===== config.mk =====
export PLATFORM = sky130hd
export DESIGN_NAME = mux8_rr_arbiter
export DESIGN_NICKNAME = d
export VERILOG_FILES = /design/src/rtl/mux8_rr_arbiter.sv
export SDC_FILE = /design/constraint.sdc
export NUM_CORES = 1
export LEC_CHECK = 0
export ABC_CLOCK_PERIOD_IN_PS = 14680
export CAP_MARGIN = 10
export CORE_MARGIN = 2
export CORE_UTILIZATION = 50
export DETAILED_ROUTE_END_ITERATION = 10
export HOLD_SLACK_MARGIN = 0.1
export PLACE_DENSITY_LB_ADDON = 0.08
export SYNTH_ARGS = -nofsm -noshare
export SYNTH_HDL_FRONTEND = slang
export SYNTH_SLANG_ARGS = --single-unit

===== constraint.sdc =====
create_clock -name clk -period 14.68 [get_ports clk]
set_clock_uncertainty 0.2 [all_clocks]
set_input_delay 2.202 -clock clk [delete_from_list [all_inputs] [get_ports clk]]
set_output_delay 2.202 -clock clk [all_outputs]
set_load 0.005 [all_outputs]

===== src/rtl/mux8_rr_arbiter.sv =====
// Round-robin arbiter over eight 1-bit sources that feeds an 8:1 data mux.
// Each owner keeps the grant for at most MAX_HOLD consecutive cycles.
module mux8_rr_arbiter #(
  parameter int unsigned MAX_HOLD = 4
) (
  input  logic       clk,
  input  logic       reset_n,
  input  logic       en,
  input  logic [7:0] req,
  input  logic [7:0] data_in,
  output logic [7:0] gnt,
  output logic [2:0] Sel,
  output logic       mux81out,
  output logic       dvalid,
  output logic       busy
);

  typedef enum logic {IDLE, GRANT} state_t;

  localparam logic [3:0] MAX_HOLD_C = 4'(MAX_HOLD);

  state_t     state_reg, state_next;
  logic [2:0] ptr_reg, ptr_next;
  logic [3:0] hold_reg, hold_next;
  logic [7:0] gnt_reg, gnt_next;
  logic [2:0] sel_reg, sel_next;
  logic       mux81out_reg;
  logic       dvalid_reg;

  logic       rel;
  logic [2:0] base;
  logic [7:0] req_rot;
  logic [2:0] win_off;
  logic [2:0] win_idx;
  logic [7:0] win_onehot;

  // On a release the pointer advances past the owner in the same edge, so the
  // winner is chosen against the updated priority rather than the stale one.
  assign rel  = (state_reg == GRANT) &&
                (!req[sel_reg] || (hold_reg == MAX_HOLD_C) || !en);
  assign base = rel ? (sel_reg + 3'd1) : ptr_reg;

  genvar gi;
  generate
    for (gi = 0; gi < 8; gi++) begin : g_rot
      assign req_rot[gi]    = req[3'(gi) + base];
      assign win_onehot[gi] = (win_idx == 3'(gi));
    end
  endgenerate

  always_comb begin
    win_off = 3'd0;
    for (int k = 7; k >= 0; k--) begin
      if (req_rot[k]) win_off = 3'(k);
    end
  end

  assign win_idx = base + win_off;

  always_comb begin
    state_next = state_reg;
    ptr_next   = ptr_reg;
    hold_next  = hold_reg;
    gnt_next   = gnt_reg;
    sel_next   = sel_reg;
    case (state_reg)
      IDLE: begin
        if (en && (req != 8'd0)) begin
          state_next = GRANT;
          gnt_next   = win_onehot;
          sel_next   = win_idx;
          hold_next  = 4'd1;
        end
      end
      GRANT: begin
        if (rel) begin
          ptr_next = base;
          if (en && (req != 8'd0)) begin
            gnt_next  = win_onehot;
            sel_next  = win_idx;
            hold_next = 4'd1;
          end else begin
            state_next = IDLE;
            gnt_next   = 8'd0;
            hold_next  = 4'd0;
          end
        end else if (hold_reg != 4'hF) begin
          hold_next = hold_reg + 4'd1;
        end
      end
      default: state_next = IDLE;
    endcase
  end

  always_ff @(posedge clk or negedge reset_n) begin
    if (!reset_n) begin
      state_reg    <= IDLE;
      ptr_reg      <= 3'd0;
      hold_reg     <= 4'd0;
      gnt_reg      <= 8'd0;
      sel_reg      <= 3'd0;
      mux81out_reg <= 1'b0;
      dvalid_reg   <= 1'b0;
    end else begin
      state_reg    <= state_next;
      ptr_reg      <= ptr_next;
      hold_reg     <= hold_next;
      gnt_reg      <= gnt_next;
      sel_reg      <= sel_next;
      // Data and valid use the pre-edge select and busy, hence one cycle of latency.
      mux81out_reg <= data_in[sel_reg];
      dvalid_reg   <= (state_reg == GRANT);
    end
  end

  assign gnt      = gnt_reg;
  assign Sel      = sel_reg;
  assign mux81out = mux81out_reg;
  assign dvalid   = dvalid_reg;
  assign busy     = (state_reg == GRANT);

endmodule


Word level (Yosys, flattened, before mapping)
Index checks and enable logic that the tools add are counted.
{"block": "word_totals", "ff_bits": 21}
{"block": "op_classes", "addsub": 10, "n_lt_le_gt_ge": 9, "mux": 44, "bitwise": 1, "n_reduce_logical": 11, "eq_ne": 12}
{"cell": "$lt 3x4->1 const B", "n": 9}
{"cell": "$mux 3", "n": 11}
{"cell": "$bmux 1 s3", "n": 10}
{"cell": "$mux 8", "n": 3}
{"cell": "$pmux 8 s2", "n": 1}
{"cell": "$mux 1", "n": 13}
{"cell": "$add 3x3->3 const A", "n": 4}
{"cell": "$eq 3x3->1 const B", "n": 4}
{"cell": "$mux 4", "n": 3}
{"cell": "$pmux 4 s2", "n": 1}
{"cell": "$reduce_bool 8->1", "n": 1}
{"cell": "$add 2x3->3 const A", "n": 2}
{"cell": "$eq 3x2->1 const B", "n": 2}
{"cell": "$pmux 3 s2", "n": 1}
{"cell": "$reduce_and 2->1", "n": 3}
{"cell": "$add 4x1->4 const B", "n": 1}
{"cell": "$eq 4x3->1 const B", "n": 1}
{"cell": "$ne 4x4->1 const B", "n": 1}
{"cell": "$add 1x3->3 const A", "n": 1}
{"cell": "$add 3x1->3 const B", "n": 1}
{"cell": "$add 3x3->3", "n": 1}
{"cell": "$eq 3x1->1 const B", "n": 1}
{"cell": "$logic_not 3->1", "n": 1}
{"cell": "$ne 3x1->1 const B", "n": 1}
{"cell": "other kinds (7)", "n": 10}

Depth between registers and ports, before layout
{"block": "logic_depth", "word_depth": 23, "mapped_depth": 25}

Worst setup path before layout
OpenSTA, ideal clock, no wires.
{"block": "synth_path", "path_kind": "input to register", "from": "input req[2]", "to": "register gnt_reg[6], in the netlist gnt[6]", "required_ns": 14.384, "cell_stages": 18, "arrival_ns": 6.435, "slack_ns": 7.950, "cell_sequence": "mux4_1 mux2i_4 o21ai_2 mux2i_1 ha_1 nand2b_1 a211o_1 nand3_1 mux2i_1 mux2i_1 a21o_1 a211oi_1 nor2_1 ha_1 inv_1 fa_1 or3_1 o31ai_1"}
{"block": "synth_via", "elab_chain_len": 23, "elab_cells_between_ends": 49, "classes_between": "add/sub: 8; eq/ne: 3; mux: 31; reduce/logical: 7"}
{"item": "from (decl)", "line_no": "9", "source": "input logic [7:0] req,"}
{"item": "$bmux 1 s3", "line_no": "40", "source": "(!req[sel_reg] || (hold_reg == MAX_HOLD_C) || !en);"}
{"item": "$mux 1 (not written as such)", "line_no": "40"}
{"item": "$logic_not 1->1", "line_no": "40"}
{"item": "$logic_or 1x1->1 (2 in a row)", "line_no": "40"}
{"item": "$logic_and 1x1->1", "line_no": "39", "source": "assign rel = (state_reg == GRANT) &&"}
{"item": "$mux 3", "line_no": "41", "source": "assign base = rel ? (sel_reg + 3'd1) : ptr_reg;"}
{"item": "$add 3x3->3", "line_no": "46", "source": "assign req_rot[gi] = req[3'(gi) + base];"}
{"item": "$bmux 1 s3", "line_no": "46"}
{"item": "$mux 1 (not written as such)", "line_no": "46"}
{"item": "$mux 3 (8 in a row)", "line_no": "54", "source": "if (req_rot[k]) win_off = 3'(k);"}
{"item": "$add 3x3->3", "line_no": "58", "source": "assign win_idx = base + win_off;"}
{"item": "$eq 3x3->1", "line_no": "47", "source": "assign win_onehot[gi] = (win_idx == 3'(gi));"}
{"item": "$mux 8", "line_no": "78", "source": "if (en && (req != 8'd0)) begin"}
{"item": "$mux 8", "line_no": "76", "source": "if (rel) begin"}
{"item": "$pmux 8 s2", "line_no": "66", "source": "case (state_reg)"}
{"item": "to (signal assigned)", "line_no": "108", "source": "gnt_reg <= gnt_next;"}
{"item": "to (decl)", "line_no": "25", "source": "logic [7:0] gnt_reg, gnt_next;"}
Parallel ways exist; a longest one is shown, timed or not. The select of a mux whose other input is x is not followed.
A chain may end at the register's enable or synchronous reset.

Worst setup path after layout
{"block": "layout_path", "from": "input req[2]", "to": "register gnt_reg[3], in the netlist gnt[3]"}
{"block": "layout_via", "elab_chain_len": 23, "elab_cells_between_ends": 49, "classes_between": "add/sub: 8; eq/ne: 3; mux: 31; reduce/logical: 7"}
{"item": "$bmux 1 s3", "line_no": "40"}
{"item": "$mux 1 (not written as such)", "line_no": "40"}
{"item": "$logic_not 1->1", "line_no": "40"}
{"item": "$logic_or 1x1->1 (2 in a row)", "line_no": "40"}
{"item": "$logic_and 1x1->1", "line_no": "39"}
{"item": "$mux 3", "line_no": "41"}
{"item": "$add 3x3->3", "line_no": "46"}
{"item": "$bmux 1 s3", "line_no": "46"}
{"item": "$mux 1 (not written as such)", "line_no": "46"}
{"item": "$mux 3 (8 in a row)", "line_no": "54"}
{"item": "$add 3x3->3", "line_no": "58"}
{"item": "$eq 3x2->1", "line_no": "47"}
{"item": "$mux 8", "line_no": "78"}
{"item": "$mux 8", "line_no": "76"}
{"item": "$pmux 8 s2", "line_no": "66"}
Parallel ways exist; a longest one is shown, timed or not. The select of a mux whose other input is x is not followed.

==> impl_metrics.env <==
export IMPL_slowest_stage="mux4_1"
export IMPL_drtIter0Drc=109
export IMPL_synth_top_flop_cell="dfrtp_1"
export IMPL_crit_reg2reg_launch="Sel[1]"
export IMPL_cts_sinks=21
export IMPL_syn_area_um2=2087
export IMPL_wl_um=4645
export IMPL_holdCritPathClass="flip-flop to flip-flop"
export IMPL_antenna_left=0
export IMPL_hold_path_depth=2
export IMPL_critical_path_most_common_cell="mux2i_1"
export IMPL_grt_usage=0.2218
export IMPL_gr_total_overflow=0
export IMPL_area_growth_pct=18.17
export IMPL_final_hold_viol_count=0
export IMPL_cp_required_ns=14.65
export IMPL_drv_cap=0
export IMPL_vias_per_cell=6.139
export IMPL_largest_reg_flops=8
export IMPL_h_tree_depth=1
export IMPL_netlist_area_leader_share=0.2518
export IMPL_path_clk_slew_ns=0.07
export IMPL_rr_worst_depth=20
export IMPL_ys_ff_latch=21
export IMPL_placed_cells=299
export IMPL_rows=23
export IMPL_die_w_um=68.61
export IMPL_fin_ws_ns=6.907
export IMPL_synth_common_cells="nand2_1 (33), mux2i_1 (22), dfrtp_1 (21)"
export IMPL_fp_dieArea_um2=4707
export IMPL_drive_gt1_frac=0.1344
export IMPL_worst_slew_pin_slew_ns=1.009
export IMPL_synth_warnings=0
export IMPL_synth_area_leaders="dfrtp_1 (25%), mux2i_1 (11%), mux2_2 (10%)"
export IMPL_finalCritPeriodShare=0.5295
export IMPL_r2r_end="gnt[3]"
export IMPL_yosysMostFrequentCell="nand2_1"
export IMPL_p_leak_nw=1.032
export IMPL_gp_congestion=0.8240
export IMPL_portBuffers=32
export IMPL_drv_slew=0
export IMPL_status="finished, final reports clean"
export IMPL_crit_type="input port to flip-flop"
export IMPL_ys_seq_area_frac=0.2518
export IMPL_cts_hold_buf=0
export IMPL_post_cts_resized=0
export IMPL_arrival_ns=7.74
export IMPL_post_dp_hpwl_um=3487
export IMPL_cp_end_kind="flip-flop"
export IMPL_vdd_drop_max_uv=191.5
export IMPL_grt_max_degree=22
export IMPL_rsz0062_at_grt="false"
export IMPL_maxSlewHeadroom=0.3214
export IMPL_fin_nets=280
export IMPL_grt_pass1_wl_um=7997
export IMPL_hold_start="gnt[7]"
export IMPL_startpoint_type="input port"
export IMPL_drc_errors=0
export IMPL_clk_path_buf_depth=2
export IMPL_fin_cells=303
export IMPL_async_flop_share=1.000
export IMPL_root_buffer="clkbuf_8"
export IMPL_vias=1860
export IMPL_max_freq_mhz=128.7
export IMPL_syn_area_per_cell_um2=9.276
export IMPL_p_per_area_nw_per_um2=270.3
export IMPL_synth_top_cell_by_area="dfrtp_1"
export IMPL_utilization=0.6165
export IMPL_num_antenna_cells=0
export IMPL_core_area_um2=4000
export IMPL_slowest_delay_ns=0.59
export IMPL_numCtsBuffers=3
export IMPL_setup_viol=0
export IMPL_cts_tree="done"
export IMPL_crit_fanout=13
export IMPL_first_pass_iters=4
export IMPL_syn_num_nets=251
export IMPL_min_period_ns=7.773
export IMPL_antenna_found_initial=0
export IMPL_wl_per_cell_um=15.33
export IMPL_netlist_instances=225
export IMPL_die_h_um=68.61
export IMPL_yosysUniqueCellTypes=48
export IMPL_pre_cts_ws_ns=6.651
export IMPL_hold_end="gnt[7]"
export IMPL_clock_latency_ns=0.26
export IMPL_grt_pass1_vias=1719
export IMPL_rrSetupSlack_ns=8.79
export IMPL_start_util=0.5217
export IMPL_post_cts_setup_buffers=0
export IMPL_setup_tns_final_ns=0
export IMPL_io_pins=33
export IMPL_synth_edf_count=0
export IMPL_crit_chain="clkdlybuf4s50_1, mux4_1, mux2i_4, o21ai_2, mux2i_1, ha_1, nand2b_1, a21oi_1, a211oi_1, nand3_1, mux2i_1, mux2i_1, a21o_1, a211oi_1, nor2_1, ha_1, inv_1, fa_1, xnor2_1, a21oi_1, o31ai_1"
critical path: cells and delay by family:
kind	cells	cell delay (ns)
AOI/OAI and AO/OA	7	1.04
xor gates and xnor gates	1	0.42
adders and majority gates	3	0.88
buffers and inverters	2	0.57
muxes	5	2.13
and+or+nand+nor	3	0.48
logic make-up after synthesis:
kind of cell,count (synthesis),share of synthesized area
AO/OA/AOI/OAI,44,0.1505
AND/OR/NAND/NOR,82,0.1990
flip-flops,21,0.2518
buffers and inverters,18,0.04196
adder cells (fa/ha/maj),7,0.04556
multiplexers,49,0.2944
XOR/XNOR,4,0.01679
report_power, final:
part | switching, W | internal, W | total (W)
registers | 0.0000276 | 0.0000759 | 0.000104
logic | 0.000287 | 0.000238 | 0.000525
clock network | 0.0000190 | 0.0000189 | 0.0000379
total | 0.000333 | 0.000333 | 0.000667
per-layer routing:
layer  vias to the layer above  track usage  wire, um
met5                         -            0         0
met3                         9      0.02597       267
met1                       887       0.3066      2113
li1                        904            -         -
met2                        60       0.3558      2169
met4                         0      0.08000        95
worst max path at each step:
stage | cells after the start | from | end | slack [ns]
floorplan | 18 | req[2] | gnt[6] | 7.95
global placement | 20 | req[4] | gnt[2] | 6.75
detailed placement | 21 | req[6] | gnt[3] | 6.65
CTS | 21 | req[6] | gnt[3] | 6.91
global route | 21 | req[6] | gnt[7] | 6.28
finish | 21 | req[2] | gnt[3] | 6.91
cell type report:
type                    instances  area [um^2]
fillers                       353         1534
multi-input cells             186         1474
flip-flops and latches         21        525.5
repair buffers                 32        320.3
well taps                      50        62.56
clock buffers                   3        41.29
inverters                      10        37.54
clock inverters                 1        5.005
cell usage in the layout, fill, tap and decap left out, drive strengths merged, types with 2 or more instances in the layout:
master          n
nor3            4
dfrtp          21
o31ai           9
nor2b           2
nand2          33
inv            10
nor2           13
mux2           20
o21ai          10
nand2b          2
ha              6
clkbuf          3
a221o           8
nand3          16
clkdlybuf4s50  32
nand3b          2
mux2i          23
nor4            3
mux4            6
a211oi          2
a21oi           8
xnor2           3
through the flow:
| stage | hold slack (ns) | area [um^2] | power (W) |
|---|---|---|---|
| 2_1_floorplan | 0.2726 | 2087 | 0.0005311 |
| 3_3_place_gp | 0.2645 | 2420 | 0.0006228 |
| 3_5_place_dp | 0.2724 | 2420 | 0.0006289 |
| 4_1_cts | 0.2901 | 2466 | 0.0006672 |
| 5_1_grt | 0.3179 | 2466 | 0.0007351 |
| 6_report | 0.2810 | 2466 | 0.0006665 |
Power figures use the tool's default switching activity.
